`config.mk`:
```
export PLATFORM = sky130hd
export DESIGN_NAME = lzw_dict_datapath
export DESIGN_NICKNAME = d
export VERILOG_FILES = /design/src/rtl/lzw_pkg.sv /design/src/rtl/lzw_rec_fetch.sv /design/src/rtl/lzw_dict_datapath.sv
export SDC_FILE = /design/constraint.sdc
export NUM_CORES = 1
export LEC_CHECK = 0
export CAP_MARGIN = 40
export CORE_MARGIN = 1.5
export CORE_UTILIZATION = 35
export DETAILED_ROUTE_END_ITERATION = 8
export SLEW_MARGIN = 25
export SYNTH_ARGS = -nofsm -noshare
export SYNTH_HDL_FRONTEND = slang
export SYNTH_SLANG_ARGS = --single-unit
```
`constraint.sdc`:
```
create_clock -name Clk -period 6.1 [get_ports Clk]
set_input_delay 0.915 -clock Clk [delete_from_list [all_inputs] [get_ports Clk]]
set_output_delay 0.915 -clock Clk [all_outputs]
set_load 0.03 [all_outputs]
```
`src/rtl/lzw_pkg.sv`:
```
// Shared types and helpers for the LZW dictionary datapath: fetch FSM states,
// string/code operation encodings and dictionary record layout helpers.
package lzw_pkg;

  typedef enum logic [2:0] {
    F_IDLE,
    F_HDR,
    F_DATA,
    F_CMP,
    F_DONE
  } fetch_state_t;

  typedef enum logic [2:0] {
    STR_NOP,
    STR_ZERO,
    STR_CHAR,
    STR_CAT,
    STR_SHR
  } str_op_t;

  typedef enum logic [1:0] {
    CODE_NOP,
    CODE_ZERO,
    CODE_INC
  } code_op_t;

  // Record header: size field in the MSBs, code field in the LSBs.
  localparam int HDR_CODE_LSB = 0;

  function automatic int hdr_size_lsb(input int ram_w, input int size_w);
    return ram_w - size_w;
  endfunction

  // Number of data words holding 'size' symbols at 'cpw' symbols per word.
  function automatic int unsigned words_for(input int unsigned size, input int unsigned cpw);
    return (size + cpw - 1) / cpw;
  endfunction

endpackage

```
`src/rtl/lzw_rec_fetch.sv`:
```
// Record-fetch engine: reads one dictionary record (header + data words) over
// a request/valid RAM handshake, compares it against the current string and
// reports match, record code and the address of the following record.
module lzw_rec_fetch
  import lzw_pkg::*;
#(
  parameter int CHAR_W  = 8,
  parameter int MAX_STR = 16,
  parameter int RAM_W   = 18,
  parameter int ADDR_W  = 18,
  parameter int CODE_W  = 12,
  parameter int SIZE_W  = $clog2(MAX_STR + 1),
  parameter int CPW     = RAM_W / CHAR_W
) (
  input  logic                      clk,
  input  logic                      rst_n,
  input  logic                      start,
  input  logic [ADDR_W-1:0]         dic_ptr,
  input  logic [ADDR_W-1:0]         ins_ptr,
  input  logic [MAX_STR*CHAR_W-1:0] str,
  input  logic [SIZE_W-1:0]         str_size,
  output logic                      ram_rd_req,
  output logic [ADDR_W-1:0]         ram_addr,
  input  logic                      ram_rd_valid,
  input  logic [RAM_W-1:0]          ram_rd_data,
  output logic                      busy,
  output logic                      done,
  output logic                      match,
  output logic                      at_end,
  output logic [CODE_W-1:0]         rec_code,
  output logic [ADDR_W-1:0]         next_addr
);

  localparam int WORD_BITS = CPW * CHAR_W;
  localparam int WORDS_MAX = int'(words_for(MAX_STR, CPW));
  localparam int SR_W      = WORDS_MAX * WORD_BITS;
  localparam int K_W       = $clog2(WORDS_MAX + 1);
  localparam int SIZE_LSB  = hdr_size_lsb(RAM_W, SIZE_W);

  fetch_state_t      state_q, state_d;
  logic [ADDR_W-1:0] base_q;
  logic [SIZE_W-1:0] rec_size_q;
  logic [CODE_W-1:0] rec_code_q;
  logic [K_W-1:0]    rec_words_q;
  logic [K_W-1:0]    k_q;
  logic [SR_W-1:0]   sr_q;
  logic              match_q;
  logic              at_end_q;

  logic [SIZE_W-1:0] hdr_size;
  logic [CODE_W-1:0] hdr_code;
  logic [K_W-1:0]    hdr_words;
  logic [SR_W-1:0]   rec_aligned;
  logic [SR_W-1:0]   len_mask;
  logic [SR_W-1:0]   str_ext;
  logic              cmp_eq;

  assign hdr_size  = ram_rd_data[SIZE_LSB +: SIZE_W];
  assign hdr_code  = ram_rd_data[HDR_CODE_LSB +: CODE_W];
  assign hdr_words = K_W'(words_for(32'(hdr_size), CPW));

  // Align the received symbols (last word may carry trailing padding) with the
  // string, whose newest symbol sits in the LSBs, and compare rec_size symbols.
  // NOTE: every variable written here gets a value first, so no latch is inferred.
  always_comb begin
    rec_aligned = sr_q >> (CHAR_W * (32'(rec_words_q) * CPW - 32'(rec_size_q)));
    len_mask    = {SR_W{1'b1}} >> (SR_W - CHAR_W * 32'(rec_size_q));
    str_ext     = SR_W'(str);
    cmp_eq      = ((rec_aligned ^ str_ext) & len_mask) == '0;
  end

  // State register.
  // NOTE: sequential state uses non-blocking assignments so every flop samples pre-edge values.
  always_ff @(posedge clk) begin
    if (!rst_n) state_q <= F_IDLE;
    else        state_q <= state_d;
  end

  // Next-state logic.
  always_comb begin
    state_d = state_q;
    case (state_q)
      F_IDLE: if (start) state_d = (dic_ptr == ins_ptr) ? F_DONE : F_HDR;
      F_HDR: begin
        if (ram_rd_valid) begin
          if (hdr_size != str_size) state_d = F_DONE;
          else if (hdr_size == '0)  state_d = F_CMP;
          else                      state_d = F_DATA;
        end
      end
      F_DATA:  if (ram_rd_valid && (k_q == rec_words_q - K_W'(1))) state_d = F_CMP;
      F_CMP:   state_d = F_DONE;
      F_DONE:  state_d = F_IDLE;
      default: state_d = F_IDLE;
    endcase
  end

  // Outputs decoded from the current state; address stays stable while requesting.
  always_comb begin
    ram_rd_req = 1'b0;
    ram_addr   = base_q;
    busy       = 1'b0;
    done       = 1'b0;
    case (state_q)
      F_HDR: begin
        ram_rd_req = 1'b1;
        busy       = 1'b1;
      end
      F_DATA: begin
        ram_rd_req = 1'b1;
        busy       = 1'b1;
        ram_addr   = base_q + ADDR_W'(1) + ADDR_W'(k_q);
      end
      F_CMP:   busy = 1'b1;
      F_DONE:  done = 1'b1;
      default: ;
    endcase
  end

  // Record capture: base address, header fields, data shift register and result.
  // NOTE: datapath registers are reset too, so results read as zero straight after reset.
  always_ff @(posedge clk) begin
    if (!rst_n) begin
      base_q      <= '0;
      rec_size_q  <= '0;
      rec_code_q  <= '0;
      rec_words_q <= '0;
      k_q         <= '0;
      sr_q        <= '0;
      match_q     <= 1'b0;
      at_end_q    <= 1'b0;
    end else begin
      case (state_q)
        F_IDLE: begin
          if (start) begin
            base_q      <= dic_ptr;
            rec_size_q  <= '0;
            rec_code_q  <= '0;
            rec_words_q <= '0;
            match_q     <= 1'b0;
            at_end_q    <= (dic_ptr == ins_ptr);
          end
        end
        F_HDR: begin
          if (ram_rd_valid) begin
            rec_size_q  <= hdr_size;
            rec_code_q  <= hdr_code;
            rec_words_q <= hdr_words;
            k_q         <= '0;
            sr_q        <= '0;
          end
        end
        F_DATA: begin
          if (ram_rd_valid) begin
            sr_q <= (sr_q << WORD_BITS) | SR_W'(ram_rd_data[WORD_BITS-1:0]);
            k_q  <= k_q + K_W'(1);
          end
        end
        F_CMP:   match_q <= cmp_eq;
        default: ;
      endcase
    end
  end

  assign match     = match_q;
  assign at_end    = at_end_q;
  assign rec_code  = rec_code_q;
  assign next_addr = base_q + ADDR_W'(1) + ADDR_W'(words_for(32'(rec_size_q), CPW));

endmodule

```
`src/rtl/lzw_dict_datapath.sv`:
```
// LZW compressor datapath: current string and its size, code counter,
// dictionary/insert pointers, plus the autonomous record-fetch engine.
module lzw_dict_datapath
  import lzw_pkg::*;
#(
  parameter int CHAR_W  = 8,
  parameter int MAX_STR = 16,
  parameter int RAM_W   = 18,
  parameter int ADDR_W  = 18,
  parameter int CODE_W  = 12,
  parameter int SIZE_W  = $clog2(MAX_STR + 1),
  parameter int CPW     = RAM_W / CHAR_W
) (
  input  logic                      Clk,
  input  logic                      Reset_n,
  input  logic [CHAR_W-1:0]         iChar,
  input  logic [ADDR_W-1:0]         iInitPtr,
  input  logic                      iStrLoadZero,
  input  logic                      iStrLoadChar,
  input  logic                      iStrConcat,
  input  logic                      iStrShiftRight,
  input  logic                      iCodeLoadZero,
  input  logic                      iCodeInc,
  input  logic                      iLoadDicPtr,
  input  logic                      iDicPtrNext,
  input  logic                      iLoadInsPtr,
  input  logic                      iInsPtrUpdate,
  input  logic                      iFetchStart,
  output logic                      oRamRdReq,
  output logic [ADDR_W-1:0]         oRamAddr,
  input  logic                      iRamRdValid,
  input  logic [RAM_W-1:0]          iRamRdData,
  output logic                      oBusy,
  output logic                      oDone,
  output logic                      oMatch,
  output logic                      oAtEnd,
  output logic [CODE_W-1:0]         oRecCode,
  output logic [CODE_W-1:0]         oCode,
  output logic                      oDictFull,
  output logic                      oStrOvf,
  output logic [SIZE_W-1:0]         oStrSize,
  output logic [MAX_STR*CHAR_W-1:0] oString,
  output logic [ADDR_W-1:0]         oDicPtr,
  output logic [ADDR_W-1:0]         oInsPtr
);

  localparam int STR_W = MAX_STR * CHAR_W;

  if (SIZE_W + CODE_W > RAM_W) begin : g_bad_hdr
    $error("record header {size, code} does not fit in a RAM word");
  end
  if (CPW < 1) begin : g_bad_cpw
    $error("RAM word narrower than one symbol");
  end

  logic [STR_W-1:0]  str_q;
  logic [SIZE_W-1:0] size_q;
  logic              ovf_q;
  logic [CODE_W-1:0] code_q;
  logic [ADDR_W-1:0] dic_ptr_q;
  logic [ADDR_W-1:0] ins_ptr_q;

  str_op_t           str_op;
  code_op_t          code_op;
  logic [STR_W-1:0]  oldest_mask;
  logic              code_full;
  logic              busy;
  logic [ADDR_W-1:0] next_addr;

  // String and code operation decode by priority; mask of the oldest symbol.
  always_comb begin
    str_op = STR_NOP;
    if      (iStrLoadZero)   str_op = STR_ZERO;
    else if (iStrLoadChar)   str_op = STR_CHAR;
    else if (iStrConcat)     str_op = STR_CAT;
    else if (iStrShiftRight) str_op = STR_SHR;

    code_op = CODE_NOP;
    if      (iCodeLoadZero) code_op = CODE_ZERO;
    else if (iCodeInc)      code_op = CODE_INC;

    oldest_mask = STR_W'({CHAR_W{1'b1}}) << (CHAR_W * (32'(size_q) - 1));
  end

  assign code_full = (code_q == {CODE_W{1'b1}});

  // Current string: frozen while a fetch compares against it; overflow is sticky.
  always_ff @(posedge Clk) begin
    if (!Reset_n) begin
      str_q  <= '0;
      size_q <= '0;
      ovf_q  <= 1'b0;
    end else if (!busy) begin
      case (str_op)
        STR_ZERO: begin
          str_q  <= '0;
          size_q <= '0;
        end
        STR_CHAR: begin
          str_q  <= STR_W'(iChar);
          size_q <= SIZE_W'(1);
        end
        STR_CAT: begin
          if (size_q == SIZE_W'(MAX_STR)) begin
            ovf_q <= 1'b1;
          end else begin
            str_q  <= (str_q << CHAR_W) | STR_W'(iChar);
            size_q <= size_q + SIZE_W'(1);
          end
        end
        STR_SHR: begin
          if (size_q != '0) begin
            str_q  <= str_q & ~oldest_mask;
            size_q <= size_q - SIZE_W'(1);
          end
        end
        default: ;
      endcase
    end
  end

  // Code counter saturates at the all-ones code instead of wrapping.
  always_ff @(posedge Clk) begin
    if (!Reset_n) begin
      code_q <= '0;
    end else begin
      case (code_op)
        CODE_ZERO: code_q <= '0;
        CODE_INC:  if (!code_full) code_q <= code_q + CODE_W'(1);
        default: ;
      endcase
    end
  end

  // Dictionary and insert pointers, all arithmetic modulo 2**ADDR_W.
  always_ff @(posedge Clk) begin
    if (!Reset_n) begin
      dic_ptr_q <= '0;
      ins_ptr_q <= '0;
    end else begin
      if      (iLoadDicPtr) dic_ptr_q <= iInitPtr;
      else if (iDicPtrNext) dic_ptr_q <= next_addr;

      if (iLoadInsPtr)
        ins_ptr_q <= dic_ptr_q;
      else if (iInsPtrUpdate)
        ins_ptr_q <= ins_ptr_q + ADDR_W'(1) + ADDR_W'(words_for(32'(size_q), CPW));
    end
  end

  lzw_rec_fetch #(
    .CHAR_W  (CHAR_W),
    .MAX_STR (MAX_STR),
    .RAM_W   (RAM_W),
    .ADDR_W  (ADDR_W),
    .CODE_W  (CODE_W),
    .SIZE_W  (SIZE_W),
    .CPW     (CPW)
  ) u_fetch (
    .clk          (Clk),
    .rst_n        (Reset_n),
    .start        (iFetchStart),
    .dic_ptr      (dic_ptr_q),
    .ins_ptr      (ins_ptr_q),
    .str          (str_q),
    .str_size     (size_q),
    .ram_rd_req   (oRamRdReq),
    .ram_addr     (oRamAddr),
    .ram_rd_valid (iRamRdValid),
    .ram_rd_data  (iRamRdData),
    .busy         (busy),
    .done         (oDone),
    .match        (oMatch),
    .at_end       (oAtEnd),
    .rec_code     (oRecCode),
    .next_addr    (next_addr)
  );

  assign oBusy     = busy;
  assign oCode     = code_q;
  assign oDictFull = code_full;
  assign oStrOvf   = ovf_q;
  assign oStrSize  = size_q;
  assign oString   = str_q;
  assign oDicPtr   = dic_ptr_q;
  assign oInsPtr   = ins_ptr_q;

endmodule

```
==> results of run 1 <==
final timing paths:
check | startpoint | to | slack (ps)
worst min register to register | u_fetch.rec_code[5] | u_fetch.rec_code[5] | 460
worst max register to register | u_fetch.rec_words_q[0] | u_fetch.match | 1000
worst min-delay path | u_fetch.rec_code[5] | u_fetch.rec_code[5] | 460
worst max-delay path | u_fetch.base_q[0] | oRamAddr[17] | 980
sequential cells by signal, indices dropped and copies added, names as in the netlist, 3 cells and up:
register / cells
u_fetch.base_q: 18
u_fetch.state_q: 3
oCode: 12
u_fetch.rec_size_q: 5
oString: 128
u_fetch.rec_code: 12
u_fetch.k_q: 4
oInsPtr: 18
u_fetch.sr_q: 128
oDicPtr: 18
oStrSize: 5
u_fetch.rec_words_q: 4
cells by family (layout without fill, tap and decap cells):
logic type / after synthesis / count (layout) / synth area share
and+or+nand+nor: 1027 / 1027 / 0.194
DFF: 358 / 358 / 0.298
xor gates and xnor gates: 190 / 190 / 0.0705
adders and majority gates: 57 / 57 / 0.0311
muxes: 231 / 231 / 0.124
buffers and inverters: 276 / 467 / 0.0542
AOI/OAI and AO/OA: 792 / 792 / 0.228
other: 0 / 1 / 0
where the power goes:
group	leakage (nW)	internal, mW	switching (mW)
Clock	0.759	1.74	1.09
Sequential	2.89	2.38	0.0851
Combinational	7.03	0.648	1.56
Total	10.7	4.77	2.74
cells in the mapped netlist, types with 22 or more instances:
cell type,n
a22oi_1,272
nor2b_1,22
o22ai_1,35
mux2i_1,160
a31oi_1,43
and3_1,29
a21oi_1,141
nand2_1,287
clkbuf_1,130
a211oi_1,41
nand3_1,78
inv_1,65
nor2_1,418
nor3_1,42
dfxtp_1,358
mux4_2,46
buf_2,32
xnor2_1,93
xor2_1,93
o21ai_0,100
nor4_1,24
ha_1,51
per-stage QoR:
step	util	cell area (µm²)	power [mW]	worst slack (ps)	instances
after floorplan	-	24000	3.94	1820	2931
after global placement	0.402	27200	4.63	1160	3903
after detailed placement	0.405	27400	4.66	1140	3914
after CTS	0.428	28900	7.49	954	3992
after global routing	0.428	29000	7.76	510	3996
final	0.428	29000	7.51	983	3996
final cells by class:
cell class / count / share of cell area
clock inverters: 21 / 0.0115
inverters: 67 / 0.00894
clock buffers: 57 / 0.0418
flip-flops and latches: 358 / 0.248
well taps: 873 / 0.0377
repair buffers: 322 / 0.112
diodes: 1 / 0.0000864
multi-input cells: 2297 / 0.540
worst max-delay path, delay by kind of cell, from the launching register on:
| kind | cells | cell delay (ps) |
|---|---|---|
| AOI/OAI and AO/OA | 2 | 600 |
| xor gates and xnor gates | 1 | 110 |
| adders and majority gates | 1 | 250 |
| buffers and inverters | 2 | 750 |
| DFF | 1 | 430 |
| and+or+nand+nor | 6 | 1460 |
routing by layer:
| metal | part of all wire | GRT usage | up-vias |
|---|---|---|---|
| met1 | 0.44 | 0.395 | 11786 |
| met2 | 0.42 | 0.403 | 1261 |
| li1 | - | - | 11092 |
| met5 | 0.00010 | 0 | - |
| met3 | 0.090 | 0.0497 | 206 |
| met4 | 0.048 | 0.121 | 2 |
==> impl_metrics.yaml, run 1 <==
power:
  p_per_area_nw_per_um2: 259
  cellLeakagePower_nw: 10.7
  ir_drop_mv: 0.172
synth:
  synth-async-reset-ratio: 0
  synth_flop_cell: "dfxtp_1"
  synth_cell_type_count: 102
  yosys.area.top_type: "dfxtp_1"
  synth_edf_count: 0
  synth.area.top_cells: "dfxtp_1, a22oi_1, mux2i_1"
  ys_seq_elements: 358
  syn_inst: 2931
  yosys_warnings: 0
  avgSynthCellArea_um2: 8.20
  netlist.area_leader.share: 0.298
  synth.cell_area_um2: 24000
  synth_nets: 3045
  synth_seq_area_share: 0.298
floorplan:
  dieArea_um2: 70300
  dieHeight_um: 265
  coreArea_um2: 67600
  die_w_um: 265
  io_pins: 276
  start_util: 0.356
  fp-row-count: 95
critical_path:
  worstPathArrival_ps: 4200
  end_kind: "output port"
  startpoint_type: "flip-flop"
  critical_path_class: "flip-flop to output port"
  reg2regPathDepth: 13
  cpPeakStageDelay_ps: 700
  cp_cell_sequence: "ha_1, inv_1, or4b_2, a311oi_1, nand3b_1, nor2_1, and2_1, nand2_1, nor4_1, xor2_1, o21ai_0, clkdlybuf4s50_1"
  worstPathRequired_ps: 5180
  critical_path_peak_fanout: 6
  critical_path.slowest_cell: "clkdlybuf4s50_1"
routing:
  drt-total-wl_um: 99800
  drc: 0
  wire_per_inst_um: 25.0
  vias: 24347
  drt_iter0_drc: 2939
  ant_nets: 0
  viasPerCell: 6.09
  dr.pass1.iters: 6
global_routing:
  antenna_found_initial: 3
  grt_pass1_wl_um: 149000
  track_usage: 0.276
  grt_max_degree: 134
  grt_overflow: 0
  grt_pass1_vias: 21972
final_layout:
  nFillCells: 6681
  ff_latch_area_um2: 7170
  final_common_cell: "nor2_1"
  multi_input_area_um2: 15600
  area_delta_synth_final_pct: 20.4
  nNetsFinal: 3203
  drive_above_1_share: 0.0762
  mostFrequentLayoutCells: "nor2_1, dfxtp_1, nand2_1"
timing:
  tns_ps: 0
  fmax_mhz: 195
  hold_viol: 0
  period_minus_slack_ps: 5120
  rsz0062_at_grt: "false"
  final-setup-viol-count: 0
  finalMaxSlewViolations: 0
  holdWs_ps: 459
  worst_pin_slew_ps: 1010
  clock_skew_ps: 25.4
  maxSlewHeadroom: 0.323
  post-route-period-util: 0.839
outcome:
  status: "complete, no violations"
clocking:
  cts_made_buffers: 43
  cts_tree: "yes"
  clock_path_buffers: 3
  cts_hold_buf: 0
  cts.htree.levels: 2
  cts_resized: 0
  clock_latency_ps: 590
  cts.sinks: 358
  cts.clk_slew.worst_paths_ps: 60
  root_buffer: "clkbuf_16"
  cts_setup_buffers: 0
hold_path:
  hold_class: "flip-flop to flip-flop"
  holdPathStages: 2
flow_run:
  drv_cap: 0
placed_design:
  port_buffers: 275
  place_hpwl_um: 74800
  place.gp.congestion: 1.05
(Power assumes the default switching activity.)
==> inputs of run 2 (changes only) <==
==> constraint.sdc (replaced) <==
create_clock -name Clk -period 4.44 [get_ports Clk]
set_input_delay 0.666 -clock Clk [delete_from_list [all_inputs] [get_ports Clk]]
set_output_delay 0.666 -clock Clk [all_outputs]
set_load 0.03 [all_outputs]
==> run 2 against run 1 <==
  * Worst hold slack got worse by 7.2 ps
  * Worst setup slack lost 860 ps
  * Core utilization grew 0.95 points
  * Power increased by 37%
  * Global-route usage is 0.25 points higher
  * Clock skew shrank 6.8 ps
  * Register-to-register slack got worse by 880 ps
  * Wire length is 1.8% higher
  * Critical path type is now flip-flop to flip-flop
==> impl_metrics.yaml, run 2 (synthesis results as in run 1) <==
final_layout:
  area_delta_synth_final_pct: 23.1
  nNetsFinal: 3288
  final_common_cell: "nor2_1"
  drive_above_1_share: 0.107
  layoutNonFillerInstCount: 4082
  mostFrequentLayoutCells: "nor2_1, dfxtp_1, nand2_1"
floorplan:
  dieArea_um2: 70300
  coreArea_um2: 67600
  fp-row-count: 95
  die_w_um: 265
  start_util: 0.356
  io_pins: 276
  dieHeight_um: 265
clocking:
  cts_tree: "yes"
  clock_latency_ps: 590
  cts_hold_buf: 0
  cts_made_buffers: 43
  clock_path_buffers: 3
  cts.htree.levels: 2
  root_buffer: "clkbuf_16"
  cts.sinks: 358
  cts.clk_slew.worst_paths_ps: 60
  cts_setup_buffers: 0
critical_path:
  critical_path_peak_fanout: 47
  reg2reg_slack_ps: 120
  cpPeakStageDelay_ps: 900
  end_kind: "flip-flop"
  r2r_end: "u_fetch.match"
  r2r-start: "u_fetch.rec_words_q[0]"
  critical_path_class: "flip-flop to flip-flop"
  worstPathRequired_ps: 4930
  reg2regPathDepth: 16
  critical_path.slowest_cell: "fa_4"
  worstPathArrival_ps: 4810
  startpoint_type: "flip-flop"
  cp_cell_sequence: "inv_1, fa_4, buf_12, buf_4, mux2i_1, o21ai_0, mux2i_1, buf_4, nand2_1, a211oi_1, o32ai_1, o31ai_1, nand4_1, nor3b_2, o32ai_1, o41ai_2"
routing:
  drt-total-wl_um: 102000
  drc: 0
  wire_per_inst_um: 24.9
  viasPerCell: 5.99
  vias: 24443
  ant_nets: 0
  dr.pass1.iters: 6
  drt_iter0_drc: 2967
timing:
  fmax_mhz: 232
  hold_viol: 0
  final-setup-viol-count: 0
  holdWs_ps: 451
  worst_pin_slew_ps: 800
  clock_skew_ps: 18.5
  maxSlewHeadroom: 0.463
  rsz0062_at_grt: "true"
  post-route-period-util: 0.973
  finalMaxSlewViolations: 0
  period_minus_slack_ps: 4320
global_routing:
  grt_overflow: 0
  grt_max_degree: 113
  grt_pass1_vias: 21928
  track_usage: 0.279
  antenna_found_initial: 4
  grt_pass1_wl_um: 149000
hold_path:
  whs_endpoint: "u_fetch.at_end"
  min_from: "u_fetch.at_end"
  holdPathStages: 2
  hold_class: "flip-flop to flip-flop"
power:
  p_per_area_nw_per_um2: 348
  p_total_mw: 10.3
  ir_drop_mv: 0.224
  cellLeakagePower_nw: 11.1
placed_design:
  dp.cells: 4001
  port_buffers: 275
  place_hpwl_um: 77100
  place.gp.congestion: 1.03
outcome:
  status: "complete, no violations"
flow_run:
  drv_cap: 0
## run 2: final cells by class
type                       count  area (µm²)
antenna                        2        5.00
clock buffer                  55        1230
clock inverter                23         251
fill                        6734       38000
inverter                      67         259
multi-input combinational   2297       15700
sequential                   358        7170
tap                          873        1090
timing repair buffer         407        3910
## run 2: timing repair
item	CTS	global route
setup endpoints to repair	9	11
pin swaps	0	0
resized for setup	19	25
## run 2: how the worst max path moves through the flow
stage | start | to | slack [ps] | cells after the start
3_3_place_gp | u_fetch.rec_words_q[0] | u_fetch.match | 200 | 16
2_1_floorplan | u_fetch.rec_size_q[0] | oDicPtr[15] | 160 | 23
5_1_grt | u_fetch.rec_size_q[3] | u_fetch.match | -60 | 15
3_5_place_dp | u_fetch.rec_words_q[0] | u_fetch.match | 210 | 14
4_1_cts | u_fetch.base_q[0] | oRamAddr[17] | 40 | 12
6_report | u_fetch.rec_words_q[0] | u_fetch.match | 120 | 16
## run 2: metal layers
metal,wire [µm],up-vias,global-route usage
li1,-,11249,-
met1,45800,11784,0.395
met2,43200,1193,0.416
met3,8030,213,0.0439
met4,4710,4,0.122
met5,25,-,0
## run 2: per-stage QoR
stage	util	worst slack [ps]	cell area [µm²]	TNS [ps]
after floorplan	-	164	24000	0
after global placement	0.414	196	28000	0
after detailed placement	0.415	210	28100	0
after CTS	0.437	43.3	29600	0
after global routing	0.438	-60.8	29600	-60.8
final	0.438	121	29600	0
## run 2: report_power, final
part,switching (mW),total [mW],internal (mW)
combinational,2.21,3.22,1.01
sequential,0.0939,3.36,3.27
clock,1.51,3.72,2.20
total,3.82,10.3,6.48
## run 2: worst max-delay path, delay by kind of cell (launching register included)
family | cells | cell delay [ps]
AOI/OAI and AO/OA | 6 | 1180
adders and majority gates | 1 | 900
buffers and inverters | 4 | 780
DFF | 1 | 330
muxes | 2 | 630
and+or+nand+nor | 3 | 380
